`src/rtl/alu_issue_pkg.sv`:
```
// Shared constants for the ALU issue stage: default widths and the
// funct3/funct7 encodings the issue logic and its bench need.
package alu_issue_pkg;

  localparam int unsigned XLEN_DEF   = 32;
  localparam int unsigned REG_AW_DEF = 5;
  localparam int unsigned IMM_W      = 12;

  localparam logic [2:0] F3_ADD  = 3'b000;
  localparam logic [2:0] F3_SR   = 3'b101;
  localparam logic [6:0] F7_ZERO = 7'b000_0000;
  localparam logic [6:0] F7_SUB  = 7'b010_0000;

endpackage

```
`src/rtl/alu_issue_opsel.sv`:
```
// Per-operand source select: in-flight ALU result, held result, or regfile.
// Ports:
//   rs        source register address
//   rf_rdata  regfile read data for rs
//   x_valid/x_rd/alu_rslt  op currently inside the ALU and its result
//   h_valid/h_rd/h_data    result parked in the hold buffer
//   opd_c     selected operand (combinational)
// FWD_EN=0 collapses the mux to regfile-only (the issue stage then stalls).
module alu_issue_opsel #(
  parameter int unsigned XLEN   = 32,
  parameter int unsigned REG_AW = 5,
  parameter bit          FWD_EN = 1'b1
) (
  input  logic [REG_AW-1:0] rs,
  input  logic [XLEN-1:0]   rf_rdata,
  input  logic              x_valid,
  input  logic [REG_AW-1:0] x_rd,
  input  logic [XLEN-1:0]   alu_rslt,
  input  logic              h_valid,
  input  logic [REG_AW-1:0] h_rd,
  input  logic [XLEN-1:0]   h_data,
  output logic [XLEN-1:0]   opd_c
);

  // x0 is never a forwarding target; the in-flight op is younger than the held one
  always_comb begin
    opd_c = rf_rdata;
    if (rs == '0) begin
      opd_c = '0;
    end else if (FWD_EN && x_valid && (x_rd == rs)) begin
      opd_c = alu_rslt;
    end else if (FWD_EN && h_valid && (h_rd == rs)) begin
      opd_c = h_data;
    end
  end

endmodule

```
`src/rtl/alu_issue.sv`:
```
// Issue stage in front of a 1-cycle ALU: reads sources, drives ALU fields,
// tracks the op in flight and hands the result to writeback with a
// 1-entry hold buffer absorbing writeback backpressure.
// Optional feature macro: ALU_ISSUE_FWD_EN (operand forwarding from the
// in-flight / held result; undefined -> stall on RAW hazards instead).
// Ports:
//   clk, rst (async, active-low)
//   in_*        decoded op + valid/ready handshake
//   rf_raddr*/rf_rdata*  async regfile read
//   alu_*       ALU fields out, alu_rslt back one cycle after issue
//   wb_*        result to writeback, valid/ready handshake
module alu_issue
  import alu_issue_pkg::*;
#(
  parameter int unsigned XLEN   = XLEN_DEF,
  parameter int unsigned REG_AW = REG_AW_DEF
) (
  input  logic              clk,
  input  logic              rst,
  input  logic              in_valid,
  output logic              in_ready,
  input  logic              in_is_imm,
  input  logic [2:0]        in_funct3,
  input  logic [6:0]        in_funct7,
  input  logic [REG_AW-1:0] in_rs1,
  input  logic [REG_AW-1:0] in_rs2,
  input  logic [REG_AW-1:0] in_rd,
  input  logic [IMM_W-1:0]  in_imm,
  output logic [REG_AW-1:0] rf_raddr1,
  output logic [REG_AW-1:0] rf_raddr2,
  input  logic [XLEN-1:0]   rf_rdata1,
  input  logic [XLEN-1:0]   rf_rdata2,
  output logic [2:0]        alu_funct3,
  output logic [6:0]        alu_funct7,
  output logic [XLEN-1:0]   alu_opd1,
  output logic [XLEN-1:0]   alu_opd2,
  input  logic [XLEN-1:0]   alu_rslt,
  output logic              wb_valid,
  input  logic              wb_ready,
  output logic [REG_AW-1:0] wb_rd,
  output logic [XLEN-1:0]   wb_data
);

`ifdef ALU_ISSUE_FWD_EN
  localparam bit FWD_EN = 1'b1;
`else
  localparam bit FWD_EN = 1'b0;
`endif

  logic              x_valid;
  logic [REG_AW-1:0] x_rd;
  logic              h_valid;
  logic [REG_AW-1:0] h_rd;
  logic [XLEN-1:0]   h_data;

  logic              fire;
  logic              rs1_busy;
  logic              rs2_busy;
  logic [XLEN-1:0]   opd1_c;
  logic [XLEN-1:0]   opd2_c;
  logic [XLEN-1:0]   imm_sext;

  assign rf_raddr1 = in_rs1;
  assign rf_raddr2 = in_rs2;

  // RAW hazard against either pending result (only matters without forwarding)
  assign rs1_busy = (in_rs1 != '0) &&
                    ((x_valid && (x_rd == in_rs1)) || (h_valid && (h_rd == in_rs1)));
  assign rs2_busy = !in_is_imm && (in_rs2 != '0) &&
                    ((x_valid && (x_rd == in_rs2)) || (h_valid && (h_rd == in_rs2)));

  // Blocking while h_valid guarantees x_valid and h_valid are never both set
  assign in_ready = !h_valid && !(x_valid && !wb_ready) &&
                    (FWD_EN || !(rs1_busy || rs2_busy));
  assign fire     = in_valid && in_ready;

  alu_issue_opsel #(.XLEN(XLEN), .REG_AW(REG_AW), .FWD_EN(FWD_EN)) u_opsel1 (
    .rs       (in_rs1),
    .rf_rdata (rf_rdata1),
    .x_valid  (x_valid),
    .x_rd     (x_rd),
    .alu_rslt (alu_rslt),
    .h_valid  (h_valid),
    .h_rd     (h_rd),
    .h_data   (h_data),
    .opd_c    (opd1_c)
  );

  alu_issue_opsel #(.XLEN(XLEN), .REG_AW(REG_AW), .FWD_EN(FWD_EN)) u_opsel2 (
    .rs       (in_rs2),
    .rf_rdata (rf_rdata2),
    .x_valid  (x_valid),
    .x_rd     (x_rd),
    .alu_rslt (alu_rslt),
    .h_valid  (h_valid),
    .h_rd     (h_rd),
    .h_data   (h_data),
    .opd_c    (opd2_c)
  );

  assign imm_sext   = XLEN'(signed'(in_imm));
  assign alu_funct3 = in_funct3;
  assign alu_opd1   = opd1_c;
  assign alu_opd2   = in_is_imm ? imm_sext : opd2_c;

  // I-type only carries funct7 for shifts (imm[11:5]); ADDI must never turn into SUB
  always_comb begin
    alu_funct7 = F7_ZERO;
    if (!in_is_imm) begin
      alu_funct7 = in_funct7;
    end else if (in_funct3 == F3_SR) begin
      alu_funct7 = in_imm[11:5];
    end
  end

  // Hold buffer has priority; idle outputs read as zero
  assign wb_valid = h_valid || x_valid;
  assign wb_rd    = h_valid ? h_rd   : (x_valid ? x_rd     : '0);
  assign wb_data  = h_valid ? h_data : (x_valid ? alu_rslt : '0);

  // In-flight tracking and hold capture/drain
  always_ff @(posedge clk or negedge rst) begin
    if (!rst) begin
      x_valid <= 1'b0;
      x_rd    <= '0;
      h_valid <= 1'b0;
      h_rd    <= '0;
      h_data  <= '0;
    end else begin
      x_valid <= fire;
      if (fire) begin
        x_rd <= in_rd;
      end
      if (x_valid && !wb_ready && !h_valid) begin
        h_valid <= 1'b1;
        h_rd    <= x_rd;
        h_data  <= alu_rslt;
      end else if (h_valid && wb_ready) begin
        h_valid <= 1'b0;
      end
    end
  end

endmodule
```
`config.mk`:
```
export PLATFORM = sky130hd
export DESIGN_NAME = alu_issue
export DESIGN_NICKNAME = d
export VERILOG_FILES = /design/src/rtl/alu_issue_pkg.sv /design/src/rtl/alu_issue_opsel.sv /design/src/rtl/alu_issue.sv
export SDC_FILE = /design/constraint.sdc
export NUM_CORES = 1
export LEC_CHECK = 0
export ABC_AREA = 1
export BUFFER_PORTS_ARGS = -buffer_cell sky130_fd_sc_hd__buf_4
export CAP_MARGIN = 5
export CORE_MARGIN = 2
export CORE_UTILIZATION = 25
export CTS_CLUSTER_SIZE = 16
export DETAILED_ROUTE_END_ITERATION = 10
export SETUP_SLACK_MARGIN = 0.5
export SLEW_MARGIN = 10
export SYNTH_ARGS = -nofsm -noshare
export SYNTH_HDL_FRONTEND = slang
export SYNTH_SLANG_ARGS = --single-unit
```
`constraint.sdc`:
```
create_clock -name clk -period 1.27 [get_ports clk]
set_input_delay 0.1905 -clock clk [delete_from_list [all_inputs] [get_ports clk]]
set_output_delay 0.1905 -clock clk [all_outputs]
set_load 0.05 [all_outputs]
```
Word level (Yosys, flattened, before mapping)
Index checks and enable logic that the tools add are counted.
{"block": "word_totals", "ff_bits": 44, "input_bits": 138}
{"block": "classes", "n_eq_ne": 5, "muxes": 11, "n_reduce_logical": 27}
{"op": "$mux W32", "n": 5}
{"op": "$eq A5 B5 Y1", "n": 4}
{"op": "$mux W7", "n": 2}
{"op": "$logic_and A1 B1 Y1", "n": 13}
{"op": "$logic_not A5 Y1", "n": 2}
{"op": "$mux W5", "n": 2}
{"op": "$reduce_bool A5 Y1", "n": 2}
{"op": "$logic_not A1 Y1", "n": 5}
{"op": "$logic_or A1 B1 Y1", "n": 4}
{"op": "$eq A3 B3 Y1 const B", "n": 1}
{"op": "$mux W1", "n": 2}
{"op": "$reduce_bool A2 Y1", "n": 1}

Longest topological paths before layout
Gate-level depths: netlist of the first run.
{"block": "depth", "ltp_word": 8, "mapped_depth": 12, "mapped_depth_nobuf": 12}

Cells and area by module
A second synthesis of the first run with hierarchy kept.
{"block": "hier_totals", "cells_unflattened": 569, "area_unflattened_um2": 3457.1}
{"mod": "alu_issue", "instances": 1, "cells_each": 427, "area_each_um2": 2841.5, "seq_area_each_um2": 1101.1}
{"mod": "alu_issue_opsel", "instances": 2, "cells_each": 71, "area_each_um2": 307.8, "seq_area_each_um2": 0.0}

Least setup slack after synthesis of the first run
OpenSTA, ideal clock, no wires.
{"block": "synth_timing", "path_type": "reg2out", "startpoint": "reg h_valid", "endpoint": "out wb_data[10]", "arrival_ns": 1.936, "required_time_ns": 1.080, "setup_slack_ns": -0.857, "path_stages_with_launch": 6, "path_cell_list": "dfrtp_1 > nor2_1 > inv_1 > clkbuf_1 > clkbuf_1 > o21ai_0"}
{"block": "synth_via", "elab_chain_cells": 1}
{"element": "from (decl)", "line": "alu_issue.sv:52", "rtl": "logic h_valid;"}
{"element": "from (signal assigned)", "line": "alu_issue.sv:126", "rtl": "h_valid <= 1'b0;"}
{"element": "from (signal assigned)", "line": "alu_issue.sv:135", "rtl": "h_valid <= 1'b1;"}
{"element": "from (signal assigned)", "line": "alu_issue.sv:139", "rtl": "h_valid <= 1'b0;"}
{"element": "$mux W32", "line": "alu_issue.sv:119", "rtl": "assign wb_data = h_valid ? h_data : (x_valid ? alu_rslt : '0);"}
{"element": "to (decl)", "line": "alu_issue.sv:41", "rtl": "output logic [XLEN-1:0] wb_data"}
No other way between the ends.

Worst setup path after layout of the first run
{"block": "layout_timing", "startpoint": "reg h_valid", "endpoint": "out wb_data[7]"}
The elaborated chain is that of the path after synthesis.

==> results of run 1 <==
[cell usage in the layout, fill, tap and decap left out, types with 5 or more instances in the layout]
cell,n
a22o_4,5
buf_8,57
o21ai_1,33
clkbuf_16,12
nand2_2,12
nand2_8,49
nand2_4,39
inv_1,34
buf_6,84
buf_16,8
buf_12,20
buf_4,161
o21ai_2,8
inv_2,38
nand2_1,109
o21ai_4,39
nand3_2,6
dfrtp_1,41
[stage by stage]
step / hold WS [ns] / cell area [sq um] / power (uW) / cells / util (%)
after floorplan: -0.105 / 4540 / 4980 / 483 / -
after global placement: 0.234 / 6690 / 6240 / 899 / 56.2
after detailed placement: 0.235 / 6690 / 6310 / 899 / 56.2
after CTS: -0.0654 / 8060 / 8260 / 921 / 67.7
after global routing: -0.0505 / 8700 / 9110 / 939 / 73.0
final: -0.0887 / 8700 / 8700 / 939 / 73.0
[worst paths after layout]
path / endpoint / cells after the start
setup / recovery: wb_data[7] / 5
hold / removal: h_data[31]$_DFFE_PN0P_ / 1
setup reg to reg: x_rd[3]$_DFFE_PN0P_ / 12
hold reg to reg: h_data[12]$_DFFE_PN0P_ / 2
max in group asynchronous: x_rd[0]$_DFFE_PN0P_ / 1
min in group clk: h_valid$_DFFE_PN0P_ / 2
[registers in the layout, summed over array words and instances, names as in the netlist]
signal   flops
x_valid      1
h_valid      1
h_data      32
h_rd         5
x_rd         5
[logic make-up (layout without fill, tap and decap cells)]
family,Yosys count,count (layout)
buffers and inverters,119,427
XOR/XNOR,4,4
AND/OR/NAND/NOR,229,230
flip-flops,44,44
AO/OA/AOI/OAI,87,87
[worst register-to-register path, delay by kind of cell (launching register included)]
| kind | cells | cell delay, ns |
|---|---|---|
| AND/OR/NAND/NOR | 8 | 0.65 |
| flip-flops | 1 | 0.43 |
| buffers and inverters | 4 | 0.44 |
[final cells by class]
| class | count | area (sq um) | share of cell area [%] |
|---|---|---|---|
| inverter | 81 | 338 | 3.88 |
| clock buffer | 8 | 146 | 1.68 |
| multi-input combinational | 321 | 3100 | 35.7 |
| timing repair inverter | 1 | 16.3 | 0.187 |
| timing repair buffer | 337 | 3810 | 43.8 |
| tap | 147 | 184 | 2.11 |
| sequential | 44 | 1100 | 12.7 |
[what timing repair did]
action,CTS,global route
buffers inserted,8,7
hold endpoints to repair,44,44
endpoints found under the setup margin,161,158
resized for setup,275,109
gates cloned,6,11
pin swaps,27,21
[where the power goes]
part / switching, uW / internal [uW] / total (uW)
Sequential: 233 / 1780 / 2010
Clock: 529 / 786 / 1320
Combinational: 3050 / 2320 / 5370
[layer usage]
layer / up-vias / part of all wire [%] / routed length (um) / track usage, %
met3: 26 / 4.5 / 730 / 4.99
met1: 2117 / 39 / 6380 / 26.5
met5: - / 0 / 0 / 0
li1: 2083 / - / - / -
met4: 0 / 2.5 / 406 / 7.48
met2: 139 / 53 / 8640 / 38.4
==> flow_summary_export.csv, run 1 <==
group,metric,value,unit
status,status,"finished, violations left",
status,violations,"negative hold slack, negative setup slack",
die,rows,40,
worst_setup_path,crit_slowest_cell,"dfrtp_2",
worst_setup_path,critPathTopFamily,"flip-flops",
synthesis,synth_top_flop_cell,"dfrtp_1",
synthesis,synthArstFlopShare,100,%
die,start_util,25.3,%
pwr,power_density,1000,mW/mm^2
synthesis,muxShareOfSynthArea,0,%
timing,slew_headroom,60.4,%
place,place_congestion,0.857,
timing,final.setup.tns,-24.52,ns
synthesis,synth_xor_area_share,1.16,%
synthesis,syn_nets,621,
worst_setup_path,slowest_delay,0.45,ns
finish,antenna_cells,0,
die,die_h,114,um
synthesis,yosys.area_share.simple,30.0,%
detailed_routing,num_vias,4365,
timing,final-setup-viol-count,142,
global_routing,grt_max_degree,45,
place,port-buffer-count,260,
clock_tree,cts_tree,"yes",
global_routing,grt_antenna_before_repair,0,
detailed_routing,drt-pass1-iter-count,4,
detailed_routing,wire_per_inst,17.2,um
synthesis,synth_top_area_share,36.5,%
clock_tree,cts_made_buffers,5,
synthesis,synth_top_area_cell,"dfrtp_1",
worst_setup_path,crit_path_end_kind,"output pin",
detailed_routing,routed_via_density,4.65,
synthesis,syn_area,0.00302,sq mm
detailed_routing,drc,0,
worst_setup_path,cp.required,1.08,ns
global_routing,grt-ovfl-total,0,
worst_setup_path,cp_data_arrival_time,1.47,ns
clock_tree,cts_buffer_depth,2,
timing,final-hold-violation-count,44,
timing,period_minus_slack,1.66,ns
finish,area_growth,189,%
finish,nNetsFinal,929,
finish,fillers,816,
timing,slew_viol_final,0,
synthesis,synth_area_leaders,"dfrtp_1 37%, nand2_1 26%, o21ai_0 10%",
pwr,peakVddDrop,0.643,mV
detailed_routing,ant_nets,0,
timing,min_period_over_period,131,%
worst_setup_path,ff2ff_setup_slack,-0.36,ns
timing,rsz0062_at_grt,"true",
clock_tree,cts_root_buffer,"clkbuf_16",
worst_setup_path,path_max_fanout,7,
timing,finalClockSkew,0.00610,ns
synthesis,synthAdderAreaFrac,0,%
detailed_routing,drt_iter0_drc,169,
place,hpwl,10.3,mm
timing,whs,-0.0887,ns
worst_setup_path,r2r-start,"x_rd[1]$_DFFE_PN0P_",
synthesis,ys_types,21,
worst_setup_path,cp-start-kind,"flip-flop",
timing,finalWorstSetupSlack,-0.394,ns
worst_setup_path,critPathLaunch,"h_valid$_DFFE_PN0P_",
detailed_routing,finalWirelength,16.2,mm
clock_tree,numClockSinks,44,
synthesis,ys_ff_latch,44,
die,coreArea,0.0119,sq mm
pwr,p_leak,0.00421,uW
global_routing,grt_pass1_vias,4479,
timing,worst_pin_slew,0.594,ns
synthesis,synth_top_cells_by_count,"207 x nand2_1, 80 x inv_1, 63 x o21ai_0, 44 x dfrtp_1, 18 x o21ai_1",
global_routing,grt_pass1_wl,22.5,mm
synthesis,synth-edff-count,0,
finish,layout-drive-gt1-share,71.0,%
clock_tree,insertion_delay,0.28,ns
synthesis,synth_compound_area_share,15.1,%
worst_setup_path,path_buf_inv,3,
synthesis,synth_most_common_cell,"nand2_1",
synthesis,syn_area_per_cell,6.24,sq um
synthesis,synth_top_family_by_area,"simple AND/OR/NAND/NOR gates",
clock_tree,h-tree-depth,2,
clock_tree,clkTransAtPathRegs,0.06,ns
synthesis,synth_cells,483,
worst_setup_path,critPathKind,"flip-flop to output pin",
synthesis,ys_seq_area_share,36.5,%
die,die_x,114,um
die,dieArea,0.0130,sq mm
timing,fmax,601,MHz
synthesis,yosys_warnings,0,
run,drv_cap,0,
hold_path,min_path_type,"input port to async pin",
place,dp_slack,-0.271,ns
die,io_pins,261,
worst_setup_path,critical_path.cell_chain,"nor2_4 > inv_6 > clkbuf_16 > o21ai_4 > buf_6",
global_routing,grtUsageTotal,21.9,%
Note: power is estimated with default switching activity, not from simulation.
==> run 2, diff against run 1 <==
- SETUP_SLACK_MARGIN: 0.5 -> 0.4
==> flow_summary_export.csv, run 2 (synthesis results as in run 1) <==
group,metric,value,unit
detailed_routing,drc,0,
finish,final_core_util,72.3,%
worst_setup_path,cp.required,1.08,ns
clock_tree,clkTransAtPathRegs,0.06,ns
timing,whs,-0.0839,ns
global_routing,grt_antenna_before_repair,0,
finish,final_cells,934,
die,start_util,25.3,%
finish,antenna_cells,0,
detailed_routing,num_vias,4269,
finish,top_register,"h_data",
die,io_pins,261,
place,place_congestion,0.788,
worst_setup_path,slowest_delay,0.42,ns
clock_tree,cts_buffer_depth,2,
finish,nNetsFinal,925,
worst_setup_path,path_max_fanout,4,
pwr,peakVddDrop,0.677,mV
finish,fillers,851,
clock_tree,h-tree-depth,2,
timing,slew_headroom,61.3,%
worst_setup_path,cp_data_arrival_time,1.53,ns
pwr,p_sw,3960,uW
die,coreArea,0.0119,sq mm
detailed_routing,finalWirelength,15.2,mm
hold_path,min_path_type,"input port to async pin",
finish,final_common_cell,"buf_4",
worst_setup_path,ff2ff_setup_slack,-0.37,ns
pwr,intPower,4990,uW
worst_setup_path,reg2regPathDepth,11,
worst_setup_path,crit_slowest_cell,"dfrtp_1",
detailed_routing,ant_nets,0,
die,die_x,114,um
die,rows,40,
timing,rsz0062_at_grt,"true",
detailed_routing,drt_iter0_drc,84,
worst_setup_path,critical_path.cell_chain,"buf_4 > xor2_1 > nor3_2 > nand3_1 > nand2_2 > nand2_4 > buf_8",
timing,slew_viol_final,0,
global_routing,grt-ovfl-total,0,
timing,fmax,580,MHz
place,post-place-cells,897,
clock_tree,insertion_delay,0.28,ns
die,die_h,114,um
pwr,p_leak,0.00419,uW
finish,multi_input_area,0.00325,sq mm
finish,reg.largest.list,"h_data (32), h_rd (5), x_rd (5)",
finish,area_growth,185,%
global_routing,grt_pass1_vias,4147,
worst_setup_path,critPathKind,"flip-flop to output pin",
global_routing,grt_pass1_wl,21.1,mm
die,dieArea,0.0130,sq mm
timing,finalWorstSetupSlack,-0.455,ns
timing,final-hold-violation-count,44,
timing,final-setup-viol-count,116,
timing,finalClockSkew,0.00617,ns
finish,layout-drive-gt1-share,73.4,%
worst_setup_path,r2r-start,"x_rd[0]$_DFFE_PN0P_",
pwr,seqPwrFrac,23.7,%
detailed_routing,drt-pass1-iter-count,4,
run,drv_cap,0,
place,port-buffer-count,260,
finish,largest_reg_flops,32,
worst_setup_path,crit_path_end_kind,"output pin",
global_routing,grtUsageTotal,20.4,%
worst_setup_path,critPathTopFamily,"flip-flops",
status,violations,"negative hold slack, negative setup slack",
timing,min_period_over_period,136,%
pwr,power_density,1040,mW/mm^2
detailed_routing,routed_via_density,4.57,
worst_setup_path,timing.rr.end,"x_rd[3]$_DFFE_PN0P_",
clock_tree,numClockSinks,44,
pwr,clkPwrFrac,14.9,%
clock_tree,cts_root_buffer,"clkbuf_16",
finish,final_cell_mix,"178 x buf_4, 97 x nand2_1, 86 x buf_6",
pwr,comb_power_share,61.4,%
detailed_routing,wire_per_inst,16.3,um
finish,seqCellArea,0.00110,sq mm
pwr,switching_share,44.2,%
status,status,"finished, violations left",
worst_setup_path,cp-start-kind,"flip-flop",
worst_setup_path,path_buf_inv,2,
clock_tree,cts_made_buffers,5,
place,hpwl,10.3,mm
timing,worst_pin_slew,0.580,ns
timing,period_minus_slack,1.72,ns
global_routing,grt_max_degree,45,
clock_tree,cts_tree,"yes",
[run 2: changes by cell type in the layout (fill, tap and decap cells not counted), moves of 3 or more]
cell     before  now
o21ai_2       8   38
o21ai_1      33    6
buf_8        57   39
buf_4       161  178
inv_1        34   51
inv_2        38   23
nand2_1     109   97
nand2_2      12   19
dfrtp_1      41   44
dfrtp_2       3    0
nand2_4      39   42
nor2_2        0    3
[run 2: layer usage]
layer  routed length [um]  share of wire [%]  up-vias  global-route usage (%)
met2                 8300                 55      135                    36.7
met5                    0                  0        -                       0
met1                 5820                 38     2055                    25.1
met4                  262                1.7        0                    4.96
met3                  846                5.6       18                    4.14
li1                     -                  -     2061                       -
[run 2: worst max path at each step]
stage	start	end	slack, ns	cells after the start
floorplan	x_valid$_DFF_PN0_	wb_data[10]	-0.12	6
global placement	in_rs2[1]	alu_opd2[27]	-0.24	9
detailed placement	in_rs2[1]	alu_opd2[27]	-0.27	9
CTS	h_valid$_DFFE_PN0P_	wb_data[30]	-0.37	6
global route	x_rd[0]$_DFFE_PN0P_	in_ready	-0.52	10
finish	x_rd[0]$_DFFE_PN0P_	in_ready	-0.45	7
[run 2: power by group through the flow]
stage	logic, uW	registers [uW]	clock network, uW
final	5490	2120	1340
after global routing	5760	2170	1420
after CTS	4900	1990	1360
after detailed placement	4280	2020	0
after global placement	4230	2000	0
after floorplan	3020	1960	0
[run 2: cell type report]
class                      instances  share of cell area (%)
tap                              147                    2.14
timing repair buffer             334                    41.7
inverter                          81                    3.87
sequential                        44                    12.8
multi-input combinational        321                    37.7
clock buffer                       7                    1.77
[run 2: repair_timing]
item                                    in CTS  in global routing
setup buffers                               11                  5
pin swaps                                   26                 16
resized for setup                          221                150
cloned                                       6                  8
endpoints found under the setup margin     154                154
endpoints found under the hold margin       44                 44
[run 2: metrics by stage]
stage / power, uW / area [sq um] / hold slack [ns] / setup slack [ns] / TNS (ns)
after floorplan: 4980 / 4540 / -0.105 / -0.124 / -4.12
after global placement: 6230 / 6680 / 0.228 / -0.242 / -12.74
after detailed placement: 6300 / 6680 / 0.231 / -0.268 / -14.71
after CTS: 8250 / 7860 / -0.0675 / -0.367 / -22.77
after global routing: 9350 / 8610 / -0.0440 / -0.520 / -36.45
final: 8950 / 8610 / -0.0839 / -0.455 / -30.46
[run 2: worst reg2reg max path, delay by kind of cell (launching register included)]
kind	cells	cell delay (ns)
xor gates and xnor gates	1	0.16
buffers and inverters	3	0.42
DFF	1	0.42
and+or+nand+nor	7	0.59
